==> src/rtl/z80_host_pkg.sv <==
// -----------------------------------------------------------------------------
// z80_host_pkg
// Shared definitions for the Z80 host key-interrupt controller:
//   - INT and NMI FSM state encodings
//   - reset values of the programmable vector and enable registers
//   - synchronizer depth used by the key debouncers
// -----------------------------------------------------------------------------
package z80_host_pkg;

  // Maskable-interrupt request FSM.
  typedef enum logic [1:0] {
    INT_ST_IDLE = 2'b00,  // no request outstanding
    INT_ST_PEND = 2'b01,  // nINT asserted, waiting for INTA
    INT_ST_ACK  = 2'b10   // INTA seen, waiting for nIORQ to rise
  } int_state_e;

  // Non-maskable-interrupt pulse FSM.
  typedef enum logic {
    NMI_ST_IDLE  = 1'b0,
    NMI_ST_PULSE = 1'b1   // nNMI held low for NMI_PULSE cycles
  } nmi_state_e;

  // Vector register after reset: 8'h80 (a sensible IM2 table offset).
  localparam logic [7:0] VEC_RESET = 8'h80;

  // Maskable interrupt is enabled out of reset.
  localparam logic       EN_RESET  = 1'b1;

  // Flops in each key synchronizer chain.
  localparam int         SYNC_STAGES = 2;

endpackage : z80_host_pkg

==> src/rtl/key_debounce.sv <==
// -----------------------------------------------------------------------------
// key_debounce
// Synchronizes one asynchronous push-button, debounces it and reports a
// one-cycle pulse when the debounced level goes from 0 to 1.
//
// The debounced level only changes after the synchronized level has disagreed
// with it for DEB_CYCLES consecutive cycles; any agreement restarts the count.
//
// Ports:
//   clk      in   clock
//   rst_n    in   asynchronous active-low reset
//   key_raw  in   raw active-high button, asynchronous to clk
//   rise     out  registered one-cycle pulse on a debounced 0->1 transition
// -----------------------------------------------------------------------------
module key_debounce
  import z80_host_pkg::*;
#(
  parameter logic [15:0] DEB_CYCLES = 16'd50000
) (
  input  logic clk,
  input  logic rst_n,
  input  logic key_raw,
  output logic rise
);

  // Count value at which the debounced level is allowed to flip.
  localparam logic [15:0] CNT_LAST = DEB_CYCLES - 16'd1;
  localparam logic [15:0] CNT_MAX  = 16'hFFFF;

  logic [SYNC_STAGES-1:0] sync_q, sync_d;
  logic [15:0]            cnt_q, cnt_d;
  logic                   db_q, db_d;
  logic                   rise_q, rise_d;
  logic                   synced;

  assign synced = sync_q[SYNC_STAGES-1];

  always_comb begin
    // NOTE: every signal assigned here gets a default first, so no path can
    // leave one unassigned and no latch is inferred.
    sync_d = {sync_q[SYNC_STAGES-2:0], key_raw};
    cnt_d  = cnt_q;
    db_d   = db_q;

    if (synced == db_q) begin
      cnt_d = '0;
    end else if (cnt_q == CNT_LAST) begin
      // Stable long enough: accept the new level and start over.
      db_d  = synced;
      cnt_d = '0;
    end else if (cnt_q != CNT_MAX) begin
      cnt_d = cnt_q + 16'd1;
    end

    rise_d = db_d & ~db_q;
  end

  // NOTE: every flop here is a plain register with an async reset value; the
  // synchronizer is cleared too so no stale key level survives a reset.
  always_ff @(posedge clk or negedge rst_n) begin
    if (!rst_n) begin
      sync_q <= '0;
      cnt_q  <= '0;
      db_q   <= 1'b0;
      rise_q <= 1'b0;
    end else begin
      // NOTE: non-blocking assignments so every flop samples pre-edge values,
      // which is what makes the synchronizer a true two-stage chain.
      sync_q <= sync_d;
      cnt_q  <= cnt_d;
      db_q   <= db_d;
      rise_q <= rise_d;
    end
  end

  assign rise = rise_q;

endmodule : key_debounce

==> src/rtl/key_intr_ctrl.sv <==
// -----------------------------------------------------------------------------
// key_intr_ctrl
// Turns two push buttons into Z80 interrupts:
//   KEY_INT -> maskable request on nINT (level, held until acknowledged)
//   KEY_NMI -> fixed-length low pulse on nNMI
// Two IO registers are decoded on A[15:8]:
//   VEC_PORT    : 8-bit vector returned during interrupt acknowledge
//   VEC_PORT+1  : bit0 = maskable interrupt enable
//
// Ports:
//   CLK         in   CPU clock
//   nRESET      in   asynchronous active-low reset
//   KEY_INT     in   raw button for the maskable interrupt
//   KEY_NMI     in   raw button for the NMI
//   nM1/nIORQ/nWR in CPU bus strobes, active-low
//   A_HI[7:0]   in   CPU address A[15:8]
//   D_IN[7:0]   in   CPU data bus
//   nINT        out  maskable interrupt request, active-low level
//   nNMI        out  NMI request, active-low pulse
//   VEC[7:0]    out  vector register contents
//   VEC_OE      out  high while M1 and IORQ are both low (INTA)
// -----------------------------------------------------------------------------
module key_intr_ctrl
  import z80_host_pkg::*;
#(
  parameter logic [15:0] DEB_CYCLES = 16'd50000,
  parameter int unsigned NMI_PULSE  = 4,
  parameter logic [7:0]  VEC_PORT   = 8'h04
) (
  input  logic       CLK,
  input  logic       nRESET,
  input  logic       KEY_INT,
  input  logic       KEY_NMI,
  input  logic       nM1,
  input  logic       nIORQ,
  input  logic       nWR,
  input  logic [7:0] A_HI,
  input  logic [7:0] D_IN,
  output logic       nINT,
  output logic       nNMI,
  output logic [7:0] VEC,
  output logic       VEC_OE
);

  localparam logic [7:0] EN_PORT = VEC_PORT + 8'd1;

  // Pulse counter sized for 0 .. NMI_PULSE-1.
  localparam int                PCNT_W    = (NMI_PULSE > 1) ? $clog2(NMI_PULSE) : 1;
  localparam logic [PCNT_W-1:0] PCNT_LAST = PCNT_W'(NMI_PULSE - 1);

  // ---------------------------------------------------------------------------
  // Key front ends
  // ---------------------------------------------------------------------------
  logic int_rise;
  logic nmi_rise;

  key_debounce #(.DEB_CYCLES(DEB_CYCLES)) u_deb_int (
    .clk     (CLK),
    .rst_n   (nRESET),
    .key_raw (KEY_INT),
    .rise    (int_rise)
  );

  key_debounce #(.DEB_CYCLES(DEB_CYCLES)) u_deb_nmi (
    .clk     (CLK),
    .rst_n   (nRESET),
    .key_raw (KEY_NMI),
    .rise    (nmi_rise)
  );

  // ---------------------------------------------------------------------------
  // Bus decode
  // ---------------------------------------------------------------------------
  logic       inta;
  logic       io_wr_now;
  logic       io_wr_seen_q, io_wr_seen_d;
  logic       io_wr;
  logic       vec_wr;
  logic       en_wr;
  logic [7:0] vec_q, vec_d;
  logic       en_q, en_d;

  assign inta      = ~nM1 & ~nIORQ;
  assign io_wr_now = ~nIORQ & ~nWR & nM1;
  // A write strobe spans several clocks; act only on its first one.
  assign io_wr     = io_wr_now & ~io_wr_seen_q;
  assign vec_wr    = io_wr & (A_HI == VEC_PORT);
  assign en_wr     = io_wr & (A_HI == EN_PORT);

  always_comb begin
    io_wr_seen_d = io_wr_now;
    vec_d        = vec_wr ? D_IN    : vec_q;
    en_d         = en_wr  ? D_IN[0] : en_q;
  end

  // ---------------------------------------------------------------------------
  // Interrupt events
  // ---------------------------------------------------------------------------
  logic int_ev;
  logic nmi_ev;

  // An INT key press while disabled is simply lost.
  assign int_ev = int_rise & en_q;
  assign nmi_ev = nmi_rise;

  // ---------------------------------------------------------------------------
  // FSM state registers
  // ---------------------------------------------------------------------------
  int_state_e        int_state_q, int_state_d;
  logic              retrig_q, retrig_d;
  nmi_state_e        nmi_state_q, nmi_state_d;
  logic [PCNT_W-1:0] pcnt_q, pcnt_d;

  always_ff @(posedge CLK or negedge nRESET) begin
    if (!nRESET) begin
      int_state_q  <= INT_ST_IDLE;
      retrig_q     <= 1'b0;
      nmi_state_q  <= NMI_ST_IDLE;
      pcnt_q       <= '0;
      io_wr_seen_q <= 1'b0;
      vec_q        <= VEC_RESET;
      en_q         <= EN_RESET;
    end else begin
      int_state_q  <= int_state_d;
      retrig_q     <= retrig_d;
      nmi_state_q  <= nmi_state_d;
      pcnt_q       <= pcnt_d;
      io_wr_seen_q <= io_wr_seen_d;
      vec_q        <= vec_d;
      en_q         <= en_d;
    end
  end

  // ---------------------------------------------------------------------------
  // INT FSM next state
  // ---------------------------------------------------------------------------
  always_comb begin
    int_state_d = int_state_q;
    retrig_d    = retrig_q;

    unique case (int_state_q)
      INT_ST_IDLE: begin
        if (int_ev) int_state_d = INT_ST_PEND;
      end

      INT_ST_PEND: begin
        if (en_wr && !D_IN[0]) begin
          // Masking withdraws a request the CPU has not taken yet.
          int_state_d = INT_ST_IDLE;
        end else if (inta) begin
          int_state_d = INT_ST_ACK;
          // A press landing on the INTA cycle itself must not be lost.
          retrig_d    = int_ev;
        end
      end

      INT_ST_ACK: begin
        retrig_d = retrig_q | int_ev;
        if (nIORQ) begin
          int_state_d = (retrig_q | int_ev) ? INT_ST_PEND : INT_ST_IDLE;
          retrig_d    = 1'b0;
        end
      end

      default: begin
        int_state_d = INT_ST_IDLE;
        retrig_d    = 1'b0;
      end
    endcase
  end

  // ---------------------------------------------------------------------------
  // NMI FSM next state
  // ---------------------------------------------------------------------------
  always_comb begin
    nmi_state_d = nmi_state_q;
    pcnt_d      = pcnt_q;

    unique case (nmi_state_q)
      NMI_ST_IDLE: begin
        if (nmi_ev) begin
          nmi_state_d = NMI_ST_PULSE;
          pcnt_d      = '0;
        end
      end

      NMI_ST_PULSE: begin
        // Further NMI presses are ignored until the pulse completes.
        if (pcnt_q == PCNT_LAST) begin
          nmi_state_d = NMI_ST_IDLE;
          pcnt_d      = '0;
        end else begin
          pcnt_d = pcnt_q + PCNT_W'(1);
        end
      end

      default: begin
        nmi_state_d = NMI_ST_IDLE;
        pcnt_d      = '0;
      end
    endcase
  end

  // ---------------------------------------------------------------------------
  // Registered outputs, decoded from the next state so the pins change on the
  // same edge as the FSMs.
  // ---------------------------------------------------------------------------
  logic nint_q, nint_d;
  logic nnmi_q, nnmi_d;

  always_comb begin
    nint_d = (int_state_d != INT_ST_PEND);
    nnmi_d = (nmi_state_d != NMI_ST_PULSE);
  end

  always_ff @(posedge CLK or negedge nRESET) begin
    if (!nRESET) begin
      nint_q <= 1'b1;
      nnmi_q <= 1'b1;
    end else begin
      nint_q <= nint_d;
      nnmi_q <= nnmi_d;
    end
  end

  assign nINT   = nint_q;
  assign nNMI   = nnmi_q;
  assign VEC    = vec_q;
  assign VEC_OE = inta;

endmodule : key_intr_ctrl

==> config.mk <==
export PLATFORM = sky130hd
export DESIGN_NAME = key_intr_ctrl
export DESIGN_NICKNAME = d
export VERILOG_FILES = /design/src/rtl/z80_host_pkg.sv /design/src/rtl/key_debounce.sv /design/src/rtl/key_intr_ctrl.sv
export SDC_FILE = /design/constraint.sdc
export NUM_CORES = 1
export LEC_CHECK = 0
export CAP_MARGIN = 5
export CORE_AREA = 2 2 84 86
export CTS_CLUSTER_DIAMETER = 200
export CTS_CLUSTER_SIZE = 12
export DETAILED_ROUTE_END_ITERATION = 6
export DIE_AREA = 0 0 86 88
export SYNTH_ARGS = -nofsm -noshare
export SYNTH_HDL_FRONTEND = slang
export SYNTH_SLANG_ARGS = --single-unit
==> constraint.sdc <==
create_clock -name CLK -period 2.6 [get_ports CLK]
set_clock_uncertainty 0.15 [all_clocks]
set_input_delay 0.78 -clock CLK [delete_from_list [all_inputs] [get_ports CLK]]
set_output_delay 0.78 -clock CLK [all_outputs]
set_load 0.005 [all_outputs]
==> summary by stage, run 1 <==
Placed design
The post-DP HPWL is 4.06 mm. Buffers placed on the I/O ports in this run total 33. The placement-stage worst setup slack is -0.397 ns. The congestion estimate from routability-driven global placement came to 0.829.

Yosys
The xor/xnor cell area share of the yosys netlist is 6.02%. After synthesis, the mean cell area works out to 10.6 um^2. Of the synthesized area, sequential elements account for 50.0%. The cell area after technology mapping is 2910 um^2. In the synthesized netlist, the number of instances is 274. Yosys mapped a number of flops with a built-in enable equal to 0. Of the total synthesized cell area, the portion taken by AND, OR, NAND and NOR gates is 19.9%. The synthesized design contains 58 register bits.

When the netlist entered floorplanning its net count stood at 304. Summing the areas of all compound-gate instances in the mapped netlist gives 13.2% of the synthesized area. Sorting the synthesized cells by how often they occur yields sky130_fd_sc_hd__dfrtp_1, sky130_fd_sc_hd__o21ai_0, sky130_fd_sc_hd__nand2_1, sky130_fd_sc_hd__nand3_1, sky130_fd_sc_hd__inv_1. The dominant combinational cell family by area after synthesis is simple AND/OR/NAND/NOR gates. In the post-synthesis netlist, the biggest area contributors are sky130_fd_sc_hd__dfrtp_1, sky130_fd_sc_hd__mux2_2, sky130_fd_sc_hd__xnor2_1, sky130_fd_sc_hd__dfstp_2, sky130_fd_sc_hd__o21ai_0. sky130_fd_sc_hd__dfrtp_1 takes more of the synthesized area than any other cell. The top cell type's share of synthesized area is 46.4%. The post-synthesis adder-cell area fraction is 3.01%. In this run, distinct cell masters in the synthesized netlist total 51. Among all flip-flop cells after synthesis, the most frequent one is sky130_fd_sc_hd__dfrtp_1. Counting flops with an async set or reset pin after synthesis yields a share of 100%.

In the synthesized netlist, mux cells make up 4.94% of the area. Among all cell types in the netlist, the one instantiated most often is sky130_fd_sc_hd__dfrtp_1. The number of warnings printed during yosys synthesis is 0.

Critical path
The worst reg2reg path startpoint is u_deb_nmi.cnt_q[0]$_DFFE_PN0P_. The type of the worst setup path is in2out. In this run the critical register-to-register path is captured at u_deb_nmi.cnt_q[6]$_DFFE_PN0P_. Walking the worst path, the cells encountered are dlygate4sd2_1, or2_4, inv_2, clkdlybuf4s15_2.

The data required time of the worst path is 1.67 ns. The worst setup path is launched from an input pin. STA classifies the critical path endpoint as an output pin.

The slowest stage cell on the critical path is sky130_fd_sc_hd__or2_4. Of all nets on the critical path, the largest fanout is 2. The setup check on the worst reg-to-reg path leaves a slack of 0.42 ns. The arrival time of the worst setup path is 1.51 ns. The path depth of the worst reg2reg path is 5. The largest single stage delay on the critical path is 0.25 ns.

Detailed routing
The first detailed-routing pass ran for 4 iterations. The detailed-routing wirelength on met1 is 2.91 mm. The detailed router finished its first iteration with 127 violations. For this block, the routed nets add up to 5.94 mm of wire.

The antenna violation net count after detailed routing is 0. The remaining design rule violation count is 0. The top routing layer in use is met4.

The wire length per cell is 14.5 um. The number of vias after detailed routing is 2306. The met3 wire length is 308 um. Dividing the detail-routed via count by the number of cells gives 5.64. The met2 wire length is 2.59 mm.

Hold path
The path with the worst hold slack has its endpoint at u_deb_nmi.sync_q[1]$_DFF_PN0_. The tightest min-delay check is of the reg2reg type. The number of cells traversed by the worst hold path is 0. The start point of the worst min-delay path is u_deb_nmi.sync_q[0]$_DFF_PN0_.

Floorplan
The width of the chip is 86 um. The initial utilization of the core area, before any placement, comes to 43.8%. The I/O pin total is 34. The die footprint is 7570 um^2.

In this run the core area contains 30 standard-cell rows. The core region area is 6640 um^2. Measured along the y axis, the die boundary spans 88 um.

Clock tree
The later-pin clock latency in the skew report is 0.33 ns. The total of hold buffers inserted after clock tree synthesis is 0. The number of buffers inserted by post-CTS setup repair is 0. CTS saw 58 sinks. CTS placed an instance of sky130_fd_sc_hd__clkbuf_8 at the clock tree root. Clock tree synthesis inserted a total of 9 buffers. TritonCTS built the clock tree. The maximum root-to-sink buffer count is 2.

Clock-pin slew was measured on the worst setup and hold paths at 0.06 ns. CTS built an H-tree with a depth of 3.

Final layout
Cells with a size suffix above 1 make up 16.1% of the layout. At the end of the flow the core is filled with cells to 54.4%. The final-stage net count is 355. From synthesis to final layout, the design area changed by 24.3%.

The number of antenna repair diodes is 0.

Timing
In the final timing run, aggregate negative setup slack is 0 ns. The number of endpoints with negative hold slack in the final report is 0. The post-route worst hold slack is 0.198 ns. Setup repair after global routing left no endpoint under its margin. The smallest clock period supported by the final layout is computed as 2.44 ns. The count of pins over their slew limit was 0. In the finished design, the share of the clock period the worst path needs comes to 93.9%. The headroom to the max-slew limit is 63.6%. Derived from the worst setup path, the maximum achievable clock frequency is 409 MHz. Setup violations remaining at the end of the flow were counted as 0. For the pin with the worst max-slew slack, the measured transition is 0.539 ns.

The minimum setup slack in the final design is 0.158 ns.

Pwr
For this design the ratio of total power to cell area is 521 nW/um^2. The maximum vdd drop is 0.326 mV. In this run the static leakage power is 1.51 nW.

Global route
The via count of the first global-routing pass came to 2215. Global routing used 17.3% of the available tracks. The total overflow left after global routing is 0. The wire length of the first global-routing pass is 10.3 mm.

The maximum number of pins on one net before global-route repair is 59. The initial antenna violation count was 0.

Job
Max-cap violations in this run came to 0.

Run status
The run finished with clean final reports.
how the worst max path moves through the flow:
stage,to,from
after detailed placement,VEC_OE,nIORQ
after global routing,VEC_OE,nM1
after floorplan,VEC[0]$_DFFE_PN0P_,nIORQ
after CTS,VEC_OE,nM1
after global placement,VEC_OE,nIORQ
final,VEC_OE,nM1
area by class of cell:
cell class | count | area [um^2]
clock buffers | 13 | 169
clock inverters | 2 | 35.0
fillers | 611 | 3030
inverters | 16 | 60.1
multi-input cells | 195 | 1370
flip-flops and latches | 58 | 1460
well taps | 80 | 100
repair buffers | 45 | 427
where the power goes:
| group | internal, mW | switching (mW) |
|---|---|---|
| Sequential | 0.916 | 0.0118 |
| Clock | 0.515 | 0.337 |
| Combinational | 0.0560 | 0.0486 |
| Total | 1.49 | 0.398 |
logic make-up (layout without fill, tap and decap cells):
family | count (synthesis) | after routing
XOR/XNOR | 20 | 20
AO/OA/AOI/OAI | 56 | 56
flip-flops | 58 | 58
multiplexers | 13 | 13
AND/OR/NAND/NOR | 99 | 99
buffers and inverters | 21 | 76
adder cells (fa/ha/maj) | 7 | 7
cell usage in the layout, fill, tap and decap left out, drive strengths merged, types with 2 or more instances in the layout:
master / count
nor4b: 3
nor2: 11
nand3: 17
a21oi: 7
a21o: 2
dfrtp: 54
a22o: 3
and4: 6
ha: 7
nand4: 15
mux2i: 2
xor2: 7
clkbuf: 13
dfstp: 4
nor4: 10
dlygate4sd2: 2
o32ai: 2
o21a: 2
nand2: 17
and3: 2
o311ai: 4
nor3b: 4
clkdlybuf4s50: 29
or3: 2
buf: 13
o21ai: 21
xnor2: 13
nor3: 9
mux2: 11
o22ai: 2
inv: 16
worst max-delay path, delay by kind of cell:
kind	cells	cell delay [ns]
buffers and inverters	3	0.48
and+or+nand+nor	1	0.25
layer usage:
layer | vias to the layer above | track usage, %
met5 | - | 0
met1 | 1112 | 22.7
met4 | 0 | 9.09
met3 | 10 | 3.39
li1 | 1126 | -
met2 | 58 | 27.1
metrics by stage:
step,power (mW),cells,instance area (um^2)
floorplan,0.977,274,2910
global placement,1.05,394,3410
detailed placement,1.05,394,3410
CTS,1.91,409,3620
global route,1.96,409,3620
finish,1.88,409,3620
state kept, by name, summed over array words and instances (netlist names):
signal and cells:
en_q 1, nmi_state_q 1, pcnt_q 2, u_deb_nmi.rise 1
retrig_q 1, u_deb_int.rise 1, u_deb_int.sync_q 2, u_deb_nmi.cnt_q 16
nINT 1, u_deb_int.db_q 1, VEC 8, u_deb_nmi.sync_q 2
u_deb_int.cnt_q 16, u_deb_nmi.db_q 1, nNMI 1, io_wr_seen_q 1
int_state_q 2
what timing repair did:
item	CTS	global route
endpoints found under the hold margin	0	0
resized for setup	7	0
endpoints found under the setup margin	1	0
(Power assumes the default switching activity.)
==> run 2, diff against run 1 <==
--- a/config.mk
+++ b/config.mk
@@ -6,11 +6,12 @@
 export NUM_CORES = 1
 export LEC_CHECK = 0
 export CAP_MARGIN = 5
-export CORE_AREA = 2 2 84 86
+export CORE_AREA = 2 2 93 77
 export CTS_CLUSTER_DIAMETER = 200
 export CTS_CLUSTER_SIZE = 12
 export DETAILED_ROUTE_END_ITERATION = 6
-export DIE_AREA = 0 0 86 88
+export DIE_AREA = 0 0 95 79
+export PLACE_DENSITY = 0.66
 export SYNTH_ARGS = -nofsm -noshare
 export SYNTH_HDL_FRONTEND = slang
 export SYNTH_SLANG_ARGS = --single-unit
==> run 2 against run 1 <==
Effect of this change: total power fell by 1.8%; design area fell by 0.48%; worst hold slack improved by 0.012 ns; register-to-register slack barely moved; sequential power barely moved.
==> summary by stage, run 2 (same netlist as run 1, synthesis figures left out) <==
Timing
The headroom to the max-slew limit came to 62.0% (was 63.6%). Unrepaired setup endpoints after global routing: false (unchanged). The number of setup violations in the final report is 0 (unchanged). The achievable frequency is 405 MHz (was 409 MHz). The final period demand of the worst path was 2.47 ns (was 2.44 ns). The count of pins over their slew limit is 0 (unchanged). The post-route worst hold slack came to 0.210 ns (was 0.198 ns). The slew at the pin closest to its max-slew limit came to 0.563 ns (was 0.539 ns). The minimum setup slack in the final design is 0.129 ns (was 0.158 ns).

The number of endpoints with negative hold slack in the final report is 0 (unchanged). The post-route fraction of the period consumed by the critical path was 95.0% (was 93.9%).

Detailed routing
The initial DRC count was 184 (was 127). The top routing layer in use is met4 (unchanged). The aggregate routed wire length was 5.80 mm (was 5.94 mm). The remaining design rule violation count is 0 (unchanged). The number of vias after detailed routing came to 2314 (was 2306). The wire length per cell is 14.0 um (was 14.5 um). The antenna violation net count after detailed routing is 0 (unchanged).

The detailed-routing wirelength on met1 is 2.87 mm (was 2.91 mm). The met2 wire length is 2.40 mm (was 2.59 mm). The first-pass detailed-route iteration total is 5 (was 4). The met3 wire length is 448 um (was 308 um). The vias per cell is 5.59 (was 5.64).

Final layout
The area growth from synthesis to layout was 23.7% (was 24.3%). The core occupancy in the finished layout is 54.1% (was 54.4%). The total of fill cells in the finished design was 581 (was 611). The ratio of cells with drive above 1 in the final layout is 15.6% (was 16.1%). The final design instance area without fill came to 3600 um^2 (was 3620 um^2). The register area came to 1460 um^2 (unchanged).

The final-stage net count is 353 (was 355). The most common library cell in the layout ignoring fill and taps is sky130_fd_sc_hd__dfrtp_1 (unchanged). Most frequent cells in the layout: sky130_fd_sc_hd__dfrtp_1, sky130_fd_sc_hd__clkdlybuf4s50_1, sky130_fd_sc_hd__o21ai_0 (unchanged).

The number of antenna repair diodes is 0 (unchanged). The area of the multi-input gates is 1370 um^2 (unchanged).

Critical path
The type of origin of the critical path is an input pin (unchanged). The arrival time of the worst setup path was 1.54 ns (was 1.51 ns). The maximum net fanout on the critical path came to 2 (unchanged). The internal reg-to-reg setup slack was 0.41 ns (was 0.42 ns). The first element of the critical path is nIORQ (was nM1). The kind of end point of the critical path is an output pin (unchanged). The data required time of the worst path was 1.67 ns (about the same). The type of the worst setup path is in2out (unchanged). The worst reg2reg path startpoint is u_deb_int.cnt_q[0]$_DFFE_PN0P_ (was u_deb_nmi.cnt_q[0]$_DFFE_PN0P_).

Global route
The wire length of the first global-routing pass is 10.0 mm (was 10.3 mm). The global-route total usage across every layer is 17.4% (was 17.3%). The sum of overflow across all layers after global routing is 0 (unchanged). The initial antenna violation count was 0 (unchanged). The via count of the first global-routing pass was 2169 (was 2215). The maximum number of pins on one net before global-route repair came to 59 (unchanged).

Placed design
The instance area after placement is 3410 um^2 (about the same). The post-DP HPWL came to 3.98 mm (was 4.06 mm). The number of buffers added on ports came to 33 (unchanged). The placement-stage worst setup slack is -0.418 ns (was -0.397 ns).

The weighted congestion at the end of routability-driven global placement is 0.874 (was 0.829).

Pwr
The total power per unit cell area was 514 nW/um^2 (was 521 nW/um^2). The leakage power total is 1.49 nW (was 1.51 nW). The maximum vdd drop was 0.201 mV (was 0.326 mV).

Clock tree
The number of buffers inserted by post-CTS setup repair is 0 (unchanged). The root cell of the clock tree is sky130_fd_sc_hd__clkbuf_8 (unchanged). The number of buffers created by CTS is 9 (unchanged). The CTS H-tree depth came to 3 (unchanged).

The later-pin clock latency in the skew report was 0.34 ns (was 0.33 ns). The clock edge transition at the registers on the reported setup and hold paths is 0.07 ns (was 0.06 ns). The TritonCTS clock tree is yes (unchanged). The maximum root-to-sink buffer count is 2 (unchanged). The total clock sinks is 58 (unchanged).

Hold path
The worst min-delay path category is reg2reg (unchanged). The start point of the worst min-delay path is u_deb_nmi.sync_q[0]$_DFF_PN0_ (unchanged).

Floorplan
The number of standard-cell rows in the floorplan is 27 (was 30). The starting utilization of the core area is 43.7% (was 43.8%). The width of the chip came to 95 um (was 86 um). The core region area is 6660 um^2 (was 6640 um^2). The I/O pin total is 34 (unchanged). The vertical die dimension is 79 um (was 88 um). The die footprint was 7510 um^2 (was 7570 um^2).

Job
The number of maximum-capacitance constraint violations was 0 (unchanged).

Run status
Run status: complete, no violations (unchanged).
## run 2: layer usage
metal	vias to the layer above	GRT usage [%]
met3	5	6.55
li1	1128	-
met4	0	5.51
met5	-	0
met2	75	25.6
met1	1106	23.7
## run 2: area by class of cell
class / instances / area share, %
Clock buffer: 10 / 3.82
Clock inverter: 5 / 1.53
Timing Repair Buffer: 43 / 11.4
Inverter: 16 / 1.67
Tap cell: 87 / 3.02
Multi-Input combinational cell: 195 / 38.1
Sequential cell: 58 / 40.5
## run 2: through the flow
| stage | setup TNS, ns | power, mW | cells |
|---|---|---|---|
| final | 0 | 1.85 | 414 |
| after global routing | 0 | 1.94 | 414 |
| after CTS | 0 | 1.88 | 414 |
| after detailed placement | -1.25 | 1.05 | 399 |
| after global placement | -1.10 | 1.05 | 399 |
| after floorplan | 0 | 0.977 | 274 |
## run 2: path summary, 6_finish.rpt
| path | cells after the start | to |
|---|---|---|
| worst max-delay path | 4 | VEC_OE |
| worst min-delay path | 0 | u_deb_nmi.sync_q[1]$_DFF_PN0_ |
| worst max register to register | 5 | u_deb_int.cnt_q[8]$_DFFE_PN0P_ |
| worst min register to register | 0 | u_deb_nmi.sync_q[1]$_DFF_PN0_ |
| max in group asynchronous | 2 | nNMI$_DFF_PN1_ |
| min in group asynchronous | 2 | VEC[1]$_DFFE_PN0P_ |
## run 2: power breakdown
| group | switching, mW | internal [mW] | total, mW | leakage [nW] |
|---|---|---|---|---|
| clock network | 0.357 | 0.459 | 0.817 | 0.0941 |
| logic | 0.0487 | 0.0561 | 0.105 | 0.614 |
| registers | 0.0126 | 0.916 | 0.929 | 0.781 |
| total | 0.419 | 1.43 | 1.85 | 1.49 |
## run 2: timing repair
item | 4_1_cts | 5_1_grt
gates resized for setup | 6 | 0
hold buffers | 0 | 0
endpoints found under the setup margin | 1 | 0
## run 2: critical path: stages
cell and delay, ns:
sky130_fd_sc_hd__dlygate4sd2_1 0.25, sky130_fd_sc_hd__or2_4 0.25, sky130_fd_sc_hd__inv_1 0.07, sky130_fd_sc_hd__clkdlybuf4s15_2 0.20
